$ cat src/rtl/regfile_wb_unit_if.sv
// Write-back request bus between the control unit / ALU and the register file.
// The master drives a request; the slave reports whether it can take it.
interface regfile_wb_unit_if #(
  parameter int DATA_W = 8,
  parameter int ADDR_W = 4,
  parameter int IMM_W  = 8
);
  logic              wb_valid;
  logic              wb_ready;
  logic [1:0]        wb_src;
  logic [ADDR_W-1:0] wb_addr;
  logic [DATA_W-1:0] alu_result;
  logic [IMM_W-1:0]  imm;

  modport master (output wb_valid, wb_src, wb_addr, alu_result, imm, input wb_ready);
  modport slave  (input wb_valid, wb_src, wb_addr, alu_result, imm, output wb_ready);
endinterface

$ cat src/rtl/regfile_wb_unit.sv
// Register file with a one-entry write-back stage, read forwarding from that stage,
// a per-register pending scoreboard and a two-state FSM that holds off on memory loads.
module regfile_wb_unit #(
  parameter int DATA_W  = 8,
  parameter int ADDR_W  = 4,
  parameter int IMM_W   = 8,
  parameter int R0_ZERO = 0
) (
  input  logic              clk,
  input  logic              rst,
  regfile_wb_unit_if.slave  wb,
  input  logic [DATA_W-1:0] mem_rdata,
  input  logic              mem_rvalid,
  input  logic              flush,
  input  logic [ADDR_W-1:0] rd_addr1,
  input  logic [ADDR_W-1:0] rd_addr2,
  output logic [DATA_W-1:0] rd_data1,
  output logic [DATA_W-1:0] rd_data2,
  output logic              rd_pending1,
  output logic              rd_pending2,
  output logic              mem_wait,
  output logic              err_illegal
);
  localparam int NREG = 2**ADDR_W;
  localparam bit R0Z  = (R0_ZERO != 0);
  localparam logic [1:0] SRC_ALU = 2'b00, SRC_IMM = 2'b01, SRC_MEM = 2'b10;

  typedef enum logic {IDLE, WAIT_MEM} state_t;

  state_t                        state_q, state_d;
  logic [NREG-1:0][DATA_W-1:0]   regs_q, regs_d;
  logic [NREG-1:0]               pend_q, pend_d;
  logic                          stg_valid_q, stg_valid_d;
  logic [ADDR_W-1:0]             stg_addr_q, stg_addr_d;
  logic [DATA_W-1:0]             stg_data_q, stg_data_d;
  logic [ADDR_W-1:0]             ld_addr_q, ld_addr_d;
  logic                          err_q, err_d;

  logic              accept;
  logic [DATA_W-1:0] imm_ext;
  logic              r0_wb, r0_stg, r0_ld;
  logic              fwd1, fwd2;

  assign wb.wb_ready = (state_q == IDLE);
  assign accept      = wb.wb_valid && (state_q == IDLE) && !flush;
  // Width cast zero-extends a narrow immediate and truncates a wide one.
  assign imm_ext     = DATA_W'(wb.imm);
  assign r0_wb       = R0Z && (wb.wb_addr == '0);
  assign r0_stg      = R0Z && (stg_addr_q == '0);
  assign r0_ld       = R0Z && (ld_addr_q == '0);

  always_comb begin
    state_d     = state_q;
    regs_d      = regs_q;
    pend_d      = pend_q;
    stg_valid_d = 1'b0;
    stg_addr_d  = stg_addr_q;
    stg_data_d  = stg_data_q;
    ld_addr_d   = ld_addr_q;
    err_d       = 1'b0;

    // Commit first so a same-edge accept to the same register re-sets pending.
    if (stg_valid_q && !r0_stg) begin
      regs_d[stg_addr_q] = stg_data_q;
      pend_d[stg_addr_q] = 1'b0;
    end

    unique case (state_q)
      IDLE: begin
        if (accept) begin
          unique case (wb.wb_src)
            SRC_ALU, SRC_IMM: begin
              stg_valid_d = 1'b1;
              stg_addr_d  = wb.wb_addr;
              stg_data_d  = (wb.wb_src == SRC_IMM) ? imm_ext : wb.alu_result;
              if (!r0_wb) pend_d[wb.wb_addr] = 1'b1;
            end
            SRC_MEM: begin
              ld_addr_d = wb.wb_addr;
              state_d   = WAIT_MEM;
              if (!r0_wb) pend_d[wb.wb_addr] = 1'b1;
            end
            default: err_d = 1'b1;
          endcase
        end
      end
      WAIT_MEM: begin
        if (flush) begin
          state_d = IDLE;
          if (!r0_ld) pend_d[ld_addr_q] = 1'b0;
        end else if (mem_rvalid) begin
          stg_valid_d = 1'b1;
          stg_addr_d  = ld_addr_q;
          stg_data_d  = mem_rdata;
          state_d     = IDLE;
        end
      end
      default: state_d = IDLE;
    endcase
  end

  always_ff @(posedge clk or negedge rst) begin
    if (!rst) begin
      state_q     <= IDLE;
      regs_q      <= '0;
      pend_q      <= '0;
      stg_valid_q <= 1'b0;
      stg_addr_q  <= '0;
      stg_data_q  <= '0;
      ld_addr_q   <= '0;
      err_q       <= 1'b0;
    end else begin
      state_q     <= state_d;
      regs_q      <= regs_d;
      pend_q      <= pend_d;
      stg_valid_q <= stg_valid_d;
      stg_addr_q  <= stg_addr_d;
      stg_data_q  <= stg_data_d;
      ld_addr_q   <= ld_addr_d;
      err_q       <= err_d;
    end
  end

  assign mem_wait    = (state_q == WAIT_MEM);
  assign err_illegal = err_q;

  // Stage data wins over the array; a forwarded value is never pending.
  assign fwd1 = stg_valid_q && (stg_addr_q == rd_addr1);
  assign fwd2 = stg_valid_q && (stg_addr_q == rd_addr2);

  always_comb begin
    rd_data1    = fwd1 ? stg_data_q : regs_q[rd_addr1];
    rd_data2    = fwd2 ? stg_data_q : regs_q[rd_addr2];
    rd_pending1 = pend_q[rd_addr1] && !fwd1;
    rd_pending2 = pend_q[rd_addr2] && !fwd2;
    if (R0Z && rd_addr1 == '0) begin
      rd_data1    = '0;
      rd_pending1 = 1'b0;
    end
    if (R0Z && rd_addr2 == '0) begin
      rd_data2    = '0;
      rd_pending2 = 1'b0;
    end
  end
endmodule

$ cat src/flat_wrapper.sv
// flat-port wrapper written by rule: the top's interface ports become plain ports
module regfile_wb_unit_flat 
#(
  parameter int DATA_W  = 8,
  parameter int ADDR_W  = 4,
  parameter int IMM_W   = 8,
  parameter int R0_ZERO = 0
)
  (clk, rst, mem_rdata, mem_rvalid, flush, rd_addr1, rd_addr2, rd_data1, rd_data2, rd_pending1, rd_pending2, mem_wait, err_illegal, wb_wb_valid, wb_wb_src, wb_wb_addr, wb_alu_result, wb_imm, wb_wb_ready);
  regfile_wb_unit_if #(.DATA_W(DATA_W), .ADDR_W(ADDR_W), .IMM_W(IMM_W)) wb_i ();
  input  logic clk;
  input  logic rst;
  input  logic [DATA_W-1:0] mem_rdata;
  input  logic mem_rvalid;
  input  logic flush;
  input  logic [ADDR_W-1:0] rd_addr1;
  input  logic [ADDR_W-1:0] rd_addr2;
  output logic [DATA_W-1:0] rd_data1;
  output logic [DATA_W-1:0] rd_data2;
  output logic rd_pending1;
  output logic rd_pending2;
  output logic mem_wait;
  output logic err_illegal;
  input wire logic [$bits(wb_i.wb_valid)-1:0] wb_wb_valid;
  input wire logic [$bits(wb_i.wb_src)-1:0] wb_wb_src;
  input wire logic [$bits(wb_i.wb_addr)-1:0] wb_wb_addr;
  input wire logic [$bits(wb_i.alu_result)-1:0] wb_alu_result;
  input wire logic [$bits(wb_i.imm)-1:0] wb_imm;
  output wire logic [$bits(wb_i.wb_ready)-1:0] wb_wb_ready;
  assign wb_i.wb_valid = wb_wb_valid;
  assign wb_i.wb_src = wb_wb_src;
  assign wb_i.wb_addr = wb_wb_addr;
  assign wb_i.alu_result = wb_alu_result;
  assign wb_i.imm = wb_imm;
  assign wb_wb_ready = wb_i.wb_ready;
  regfile_wb_unit #(.DATA_W(DATA_W), .ADDR_W(ADDR_W), .IMM_W(IMM_W), .R0_ZERO(R0_ZERO)) u_core (.clk(clk), .rst(rst), .wb(wb_i), .mem_rdata(mem_rdata), .mem_rvalid(mem_rvalid), .flush(flush), .rd_addr1(rd_addr1), .rd_addr2(rd_addr2), .rd_data1(rd_data1), .rd_data2(rd_data2), .rd_pending1(rd_pending1), .rd_pending2(rd_pending2), .mem_wait(mem_wait), .err_illegal(err_illegal));
endmodule
$ cat config.mk
export PLATFORM = sky130hd
export DESIGN_NAME = regfile_wb_unit_flat
export DESIGN_NICKNAME = d
export VERILOG_FILES = /design/src/rtl/regfile_wb_unit_if.sv /design/src/rtl/regfile_wb_unit.sv /design/src/flat_wrapper.sv
export SDC_FILE = /design/constraint.sdc
export NUM_CORES = 1
export LEC_CHECK = 0
export BUFFER_PORTS_ARGS = -buffer_cell sky130_fd_sc_hd__buf_2
export CORE_MARGIN = 5
export CORE_UTILIZATION = 53
export DETAILED_ROUTE_END_ITERATION = 16
export GPL_ROUTABILITY_DRIVEN = 0
export HOLD_SLACK_MARGIN = 0.05
export PLACE_DENSITY = 0.79
export SETUP_SLACK_MARGIN = 0.3
export SLEW_MARGIN = 10
export SYNTH_ARGS = -nofsm -noshare
export SYNTH_HDL_FRONTEND = slang
export SYNTH_SLANG_ARGS = --single-unit
$ cat constraint.sdc
create_clock -name clk -period 2.4 [get_ports clk]
set_input_delay 0.24 -clock clk [delete_from_list [all_inputs] [get_ports clk]]
set_output_delay 0.24 -clock clk [all_outputs]
set_load 0.02 [all_outputs]
==> summary.txt, run 1 <==
Status
  • Status: finished, violations left
  • Failing checks: negative setup slack

Route
  • Via count: 6593
  • Via density: 6.78
  • Routed wire length per instance: 27.7 um
  • Final wirelength: 26.9 mm
  • Iteration count of the initial detailed-routing pass: 5
  • Detail Route Antenna Nets: 0
  • Initial DRC count: 771
  • DRC: 0

Min path
  • Worst Hold End: u_core.pend_q[12]$_DFF_PN0_
  • Min-delay src: wb_wb_addr[0]
  • WHS Path Cells: 2
  • Min-Delay Path Class: in -> reg

Floorplan
  • Top Ports: 64
  • Die Y: 143 um
  • Core ar.: 0.0174 sq mm
  • Die area: 0.0205 sq mm
  • Die Wd: between 100 and 150 um
  • Row count: 48
  • Initial core utilization: 54.2%

Synthesis
  • Ys flop type: dfrtp_1
  • Synth Cell Area: approximately 0.0094 sq mm
  • Post-synth EDFFs: 0
  • Ys async rst share: 100%
  • Post-Syn Nets: 694
  • Post-Synthesis Cells: 651
  • Syn avg cell area: between 10 and 15 sq um
  • Ys Warns: 0
  • Distinct cells, synth: 40
  • Synth Register Bits: between 150 and 200
  • Post-synthesis sequential area ratio: a little over two fifths

Worst setup path
  • Crit Path Max Fanout: 9
  • R2R cell count: 6
  • R2R Setup Slk: 330 ps
  • Slowest cell on crit path: dfrtp_2
  • Setup crit start kind: flip-flop
  • Reg2reg start: u_core.stg_addr_q[2]$_DFFE_PN0P_
  • Endpoint type of the worst setup path: primary output
  • Cell breakdown of the critical path: xor2_1 -> nor4_4 -> buf_6 -> mux2_4 -> buf_6
  • Max incr delay on CP: 510 ps
  • Worst EP arrival: 2200 ps
  • Worst r2r dst: u_core.regs_q[85]$_DFFE_PN0P_
  • Critical path required time: approximately 2200 ps
  • CP Class: reg -> out
  • CP most frequent cell: buf_6

Placed design
  • Port Buffers: 63
  • Placed cell count: 925
  • Post-DP Area: 0.0101 sq mm
  • Placed wire-length estimate: 17.3 mm

Layout
  • Final core utilization: roughly 65%
  • Final Cell Area: approximately 0.011 sq mm
  • Share of layout cells above drive strength 1: 48.7%
  • Final Non-Filler Cells: approximately 970
  • Diodes inserted: 0
  • Area of the multi-input gates: a little over 0.005 sq mm
  • Layout Nets: 777
  • Area grow syn2layout: 19.0%
  • Most common cell after layout, fill and taps aside: dfrtp_1
  • Most frequent cells in the layout: dfrtp_1, mux2_2, mux2i_1
  • Register area: 0.00408 sq mm
  • Fill cells: 1162

Global route
  • Pin count of the biggest net entering global routing: 70
  • Global-route wire length before repair: 40.7 mm
  • GRT overflow: 0
  • Initial antenna violation count: 0
  • Number of global-route vias before repair: 6944
  • Global Route Usage Sum: between 20% and 30%

Job
  • Maximum capacitance violations: 0

Timing
  • Setup WS post-layout: -35.7 ps
  • WHS: 113 ps
  • Worst Max-Slew Pin Slew: approximately 680 ps
  • Fin Setup TNS: -156 ps
  • Worst Clk Skew: 6.89 ps
  • Slew Limit Fails: 0
  • Final hold viol count: 0
  • RSZ-0062 raised after global routing: yes
  • Slew margin rel.: 54.9%
  • Tcrit/Tclk final: 101%
  • Setup violations, final: 5
  • Tmin final: 2440 ps
  • Fmax: between 400 and 500 MHz

Power and ir drop
  • P_leak: 5.23 nW
  • Register share of total power: 41.6%
  • Clk pwr share: 28.3%
  • Combinational group share of total power: a little under a third
  • Internal power: 0.00738 W
  • PwrDens: 944 mW/mm^2
  • Switching share of power: 30.3%
  • P_sw: 0.00320 W
  • Worst VDD drop: 0.552 mV

Clock tree
  • CTS max path bufs: 2
  • Clk Latency, worst-skew pair: approximately 420 ps
  • CTS buffer count: 17
  • Clock Pin Slew Worst Setup and Hold Paths: 60 ps
  • CTS H-tree lvls: 4
  • Root Driver: clkbuf_16
  • CTS Sinks: 163
  • TritonCTS clock tree: done
sequential cells by signal, summed over array words and instances (netlist names):
register,flops
u_core.err_illegal,1
u_core.ld_addr_q,4
u_core.mem_wait,1
u_core.pend_q,16
u_core.regs_q,128
u_core.stg_addr_q,4
u_core.stg_data_q,8
u_core.stg_valid_q,1
worst max-delay path by stage:
stage                                           from                                to  slack, ps  cells after the start
floorplan                  u_core.mem_wait$_DFF_PN0_  u_core.stg_data_q[0]$_DFFE_PN0P_        470                      6
finish              u_core.stg_addr_q[0]$_DFFE_PN0P_                       rd_data1[6]        -40                      5
global placement                         rd_addr2[0]                       rd_data2[3]        230                      7
CTS                 u_core.stg_addr_q[1]$_DFFE_PN0P_                       rd_data1[5]         -3                      6
detailed placement                       rd_addr2[0]                       rd_data2[3]        200                      7
global route        u_core.stg_addr_q[0]$_DFFE_PN0P_                       rd_data1[6]        -50                      5
what timing repair did:
| action | 4_1_cts | 5_1_grt |
|---|---|---|
| gates cloned | 1 | 0 |
| hold buffers | 3 | 0 |
| setup buffers | 6 | 5 |
| pin swaps | 4 | 2 |
| setup endpoints to repair | 19 | 33 |
| endpoints found under the hold margin | 66 | 0 |
| resized for setup | 75 | 19 |
cell type report:
class / instances / share of cell area, %
clock inverters: 9 / 1.57
well taps: 225 / 2.51
inverters: 10 / 0.346
flip-flops and latches: 163 / 36.5
multi-input cells: 423 / 46.2
clock buffers: 23 / 4.18
repair buffers: 119 / 8.71
worst max-delay path, delay by kind of cell, from the launching register on:
family,cells,cell delay [ps]
XOR/XNOR,1,220
buffers and inverters,2,360
AND/OR/NAND/NOR,1,350
multiplexers,1,320
flip-flops,1,510
stage by stage:
step | power [W] | setup WS (ps)
floorplan | 0.00619 | 474
global placement | 0.00686 | 234
CTS | 0.0104 | -2.76
finish | 0.0106 | -35.7
global route | 0.0110 | -46.8
detailed placement | 0.00711 | 201
kinds of logic (layout without fill, tap and decap cells):
logic type | after synthesis | after routing | synth area share [%]
muxes | 290 | 290 | 44.4
DFF | 163 | 163 | 43.3
and+or+nand+nor | 88 | 88 | 5.14
buffers and inverters | 65 | 161 | 3.60
AOI/OAI and AO/OA | 37 | 37 | 2.80
xor gates and xnor gates | 8 | 8 | 0.744
synthesized netlist by cell type, types with 3 or more instances:
library cell	count	area, sq um
nor2b_1	9	56.3
mux4_1	48	1260
clkbuf_1	18	67.6
o21ai_0	14	70.1
nand2b_1	5	31.3
buf_1	10	37.5
nand2_1	34	128
dfrtp_1	163	4080
nor3_1	3	15.0
buf_2	15	75.1
nor3b_1	4	30.0
nand3b_1	4	30.0
buf_6	8	90.1
nand3_1	4	20.0
mux4_2	24	541
a211oi_1	4	30.0
nor2_1	7	26.3
inv_1	9	33.8
mux2i_1	62	621
nor2_2	9	56.3
xor2_1	6	52.6
mux2_2	156	1760
a32o_1	10	100
layer usage:
| metal | global-route usage, % | wire [um] | vias to the layer above |
|---|---|---|---|
| met1 | 34.6 | 10400 | 3416 |
| li1 | - | - | 2672 |
| met3 | 5.46 | 2030 | 85 |
| met4 | 12.9 | 1110 | 0 |
| met5 | 0 | 0 | - |
| met2 | 43.1 | 13300 | 420 |
power by group through the flow:
stage / clock (W) / combinational, W / sequential [W]
2_1_floorplan: 0 / 0.00225 / 0.00394
3_3_place_gp: 0 / 0.00263 / 0.00423
3_5_place_dp: 0 / 0.00275 / 0.00435
4_1_cts: 0.00300 / 0.00309 / 0.00433
5_1_grt: 0.00313 / 0.00339 / 0.00447
6_report: 0.00299 / 0.00319 / 0.00440
No activity file was read; power rests on OpenSTA's default activity.
==> run 2: changes to the inputs <==
==> constraint.sdc (replaced) <==
create_clock -name clk -period 2.5 [get_ports clk]
set_input_delay 0.25 -clock clk [delete_from_list [all_inputs] [get_ports clk]]
set_output_delay 0.25 -clock clk [all_outputs]
set_load 0.02 [all_outputs]
==> run 2 against run 1 <==
The run now ends clean. Non-clock buffer count is 16 lower. Hold slack worse by 43 ps. Sequential share of layout area grew 1.2 points. Global-route usage down 2.0 points. Critical path type unchanged. Critical endpoint is now rd_data1[3].
==> summary.txt, run 2 (synthesis results as in run 1) <==
Timing
  • Setup violations, final: 0 (was 5)
  • Slew Limit Fails: 0 (unchanged)
  • Fin Setup TNS: 0 ps (was -156 ps)
  • RSZ-0062 raised after global routing: yes (unchanged)
  • Setup WS post-layout: 102 ps (was -35.7 ps)
  • Tmin final: between 2000 and 2500 ps
  • Worst Max-Slew Pin Slew: 853 ps (was 677 ps)
  • Final hold viol count: 0 (unchanged)
  • Slew margin rel.: 43.1% (was 54.9%)
  • Tcrit/Tclk final: a little over nine tenths
  • Fmax: approximately 420 MHz
  • Worst Clk Skew: 9.08 ps (was 6.89 ps)

Route
  • Routed wire length per instance: 25.5 um (was 27.7 um)
  • DRC: 0 (unchanged)
  • Via count: 6268 (was 6593)
  • Detail Route Antenna Nets: 0 (unchanged)
  • Initial DRC count: 540 (was 771)
  • Via density: 6.56 (was 6.78)
  • Iteration count of the initial detailed-routing pass: 5 (unchanged)
  • Final wirelength: 24.3 mm (was 26.9 mm)

Global route
  • Number of global-route vias before repair: 6650 (was 6944)
  • GRT overflow: 0 (unchanged)
  • Initial antenna violation count: 0 (unchanged)
  • Global Route Usage Sum: 24.7% (was 26.6%)
  • Global-route wire length before repair: 37.8 mm (was 40.7 mm)
  • Pin count of the biggest net entering global routing: 63 (was 70)

Worst setup path
  • Cell breakdown of the critical path: mux4_1 -> mux2i_2 -> mux2i_1 -> mux2_2 -> buf_2 (was xor2_1 -> nor4_4 -> buf_6 -> mux2_4 -> buf_6)
  • Max incr delay on CP: 550 ps (was 510 ps)
  • Worst EP arrival: 2150 ps (was 2200 ps)
  • CP Class: reg -> out (unchanged)
  • Sum of buffers and inverters on the critical path: 1 (was 2)
  • Slowest cell on crit path: mux4_1 (was dfrtp_2)
  • Critical path required time: 2250 ps (was 2160 ps)
  • CP delay by family, top: multiplexers (was flip-flops)
  • Setup crit start kind: flip-flop (unchanged)
  • Endpoint type of the worst setup path: primary output (unchanged)
  • Crit Path Max Fanout: 3 (was 9)

Layout
  • Most frequent cells in the layout: dfrtp_1, mux2_2, buf_2 (was dfrtp_1, mux2_2, mux2i_1)
  • Layout Nets: 761 (was 777)
  • Final Non-Filler Cells: 955 (was 972)
  • Fill cells: 1196 (was 1162)
  • Largest registers: u_core.regs_q: 128 flops, u_core.pend_q: 16 flops, u_core.stg_data_q: 8 flops (unchanged)
  • Share of layout cells above drive strength 1: 48.5% (was 48.7%)
  • Area grow syn2layout: 15.1% (was 19.0%)
  • Diodes inserted: 0 (unchanged)
  • Register area: 0.00408 sq mm (unchanged)
  • Area of the multi-input gates: 0.00504 sq mm (was 0.00518 sq mm)
  • Most common cell after layout, fill and taps aside: dfrtp_1 (unchanged)
  • Largest Register: u_core.regs_q (unchanged)
  • Max reg flops: 128 (unchanged)

Power and ir drop
  • Clk pwr share: 29.2% (was 28.3%)
  • P_sw: 0.00300 W (was 0.00320 W)
  • Internal power: 0.00688 W (was 0.00738 W)
  • Switching share of power: 30.4% (was 30.3%)
  • Combinational group share of total power: 28.4% (was 30.1%)
  • Register share of total power: 42.4% (was 41.6%)
  • PwrDens: 912 mW/mm^2 (was 944 mW/mm^2)
  • Worst VDD drop: 0.591 mV (was 0.552 mV)
  • P_leak: 5.01 nW (was 5.23 nW)

Floorplan
  • Core ar.: 0.0174 sq mm (unchanged)
  • Top Ports: 64 (unchanged)
  • Die Wd: 143 um (unchanged)
  • Row count: 48 (unchanged)
  • Die Y: 143 um (unchanged)
  • Die area: 0.0205 sq mm (unchanged)
  • Initial core utilization: 54.2% (unchanged)

Job
  • Maximum capacitance violations: 0 (unchanged)

Status
  • Status: finished clean (was finished, violations left)

Placed design
  • Placed cell count: 920 (was 925)
  • Port Buffers: 63 (unchanged)
  • Setup WS pre-CTS: 176 ps (was 201 ps)
  • Placed wire-length estimate: 16.2 mm (was 17.3 mm)

Clock tree
  • CTS buffer count: 17 (unchanged)
  • Root Driver: clkbuf_16 (unchanged)
  • CTS H-tree lvls: 4 (unchanged)
  • TritonCTS clock tree: done (unchanged)
  • CTS Sinks: 163 (unchanged)
  • CTS max path bufs: 2 (unchanged)
  • Clock Pin Slew Worst Setup and Hold Paths: 60 ps (about the same)
  • Clk Latency, worst-skew pair: 440 ps (was 420 ps)

Min path
  • Min-Delay Path Class: in -> reg (unchanged)
run 2: timing repair:
action,CTS,global route
gates resized for setup,12,28
buffers inserted,0,1
setup endpoints to repair,18,18
hold buffers,2,0
hold endpoints to repair,59,0
pin swaps,2,0
gates cloned,1,0
run 2: final timing paths:
| check | startpoint | to | slack, ps | cells after the start |
|---|---|---|---|---|
| max | u_core.regs_q[43]$_DFFE_PN0P_ | rd_data1[3] | 100 | 5 |
| min | wb_wb_src[0] | u_core.mem_wait$_DFF_PN0_ | 70 | 2 |
| max reg2reg | u_core.stg_addr_q[3]$_DFFE_PN0P_ | u_core.regs_q[17]$_DFFE_PN0P_ | 470 | 3 |
| min reg2reg | u_core.stg_data_q[1]$_DFFE_PN0P_ | u_core.stg_data_q[1]$_DFFE_PN0P_ | 510 | 1 |
| max in group asynchronous | rst | u_core.regs_q[109]$_DFFE_PN0P_ | 1360 | 3 |
| min in group asynchronous | rst | u_core.stg_data_q[2]$_DFFE_PN0P_ | 380 | 2 |
run 2: layout make-up:
class	instances	area share, %
Clock buffer	20	4.12
Clock inverter	11	1.85
Inverter	10	0.358
Multi-Input combinational cell	423	46.5
Sequential cell	163	37.7
Tap cell	225	2.60
Timing Repair Buffer	103	6.86
run 2: power by group through the flow:
stage	logic [W]	registers, W	clock network [W]
global route	0.00300	0.00428	0.00302
detailed placement	0.00265	0.00417	0
CTS	0.00272	0.00414	0.00291
finish	0.00281	0.00419	0.00288
floorplan	0.00216	0.00379	0
global placement	0.00254	0.00407	0
run 2: routing by layer:
layer | GRT usage, % | vias up | wire length (um)
met3 | 5.86 | 62 | 1830
met4 | 9.37 | 0 | 743
li1 | - | 2643 | -
met2 | 39.9 | 317 | 12100
met5 | 0 | - | 0
met1 | 32.8 | 3246 | 9650
run 2: stage by stage:
step	hold slack (ps)	util (%)	power (W)	instance area (sq um)
finish	69.7	62.4	0.00988	10800
global route	62.5	62.4	0.0103	10800
CTS	56.7	62.2	0.00977	10800
detailed placement	275	58.0	0.00682	10100
global placement	263	58.0	0.00661	10100
floorplan	-45.6	-	0.00594	9420
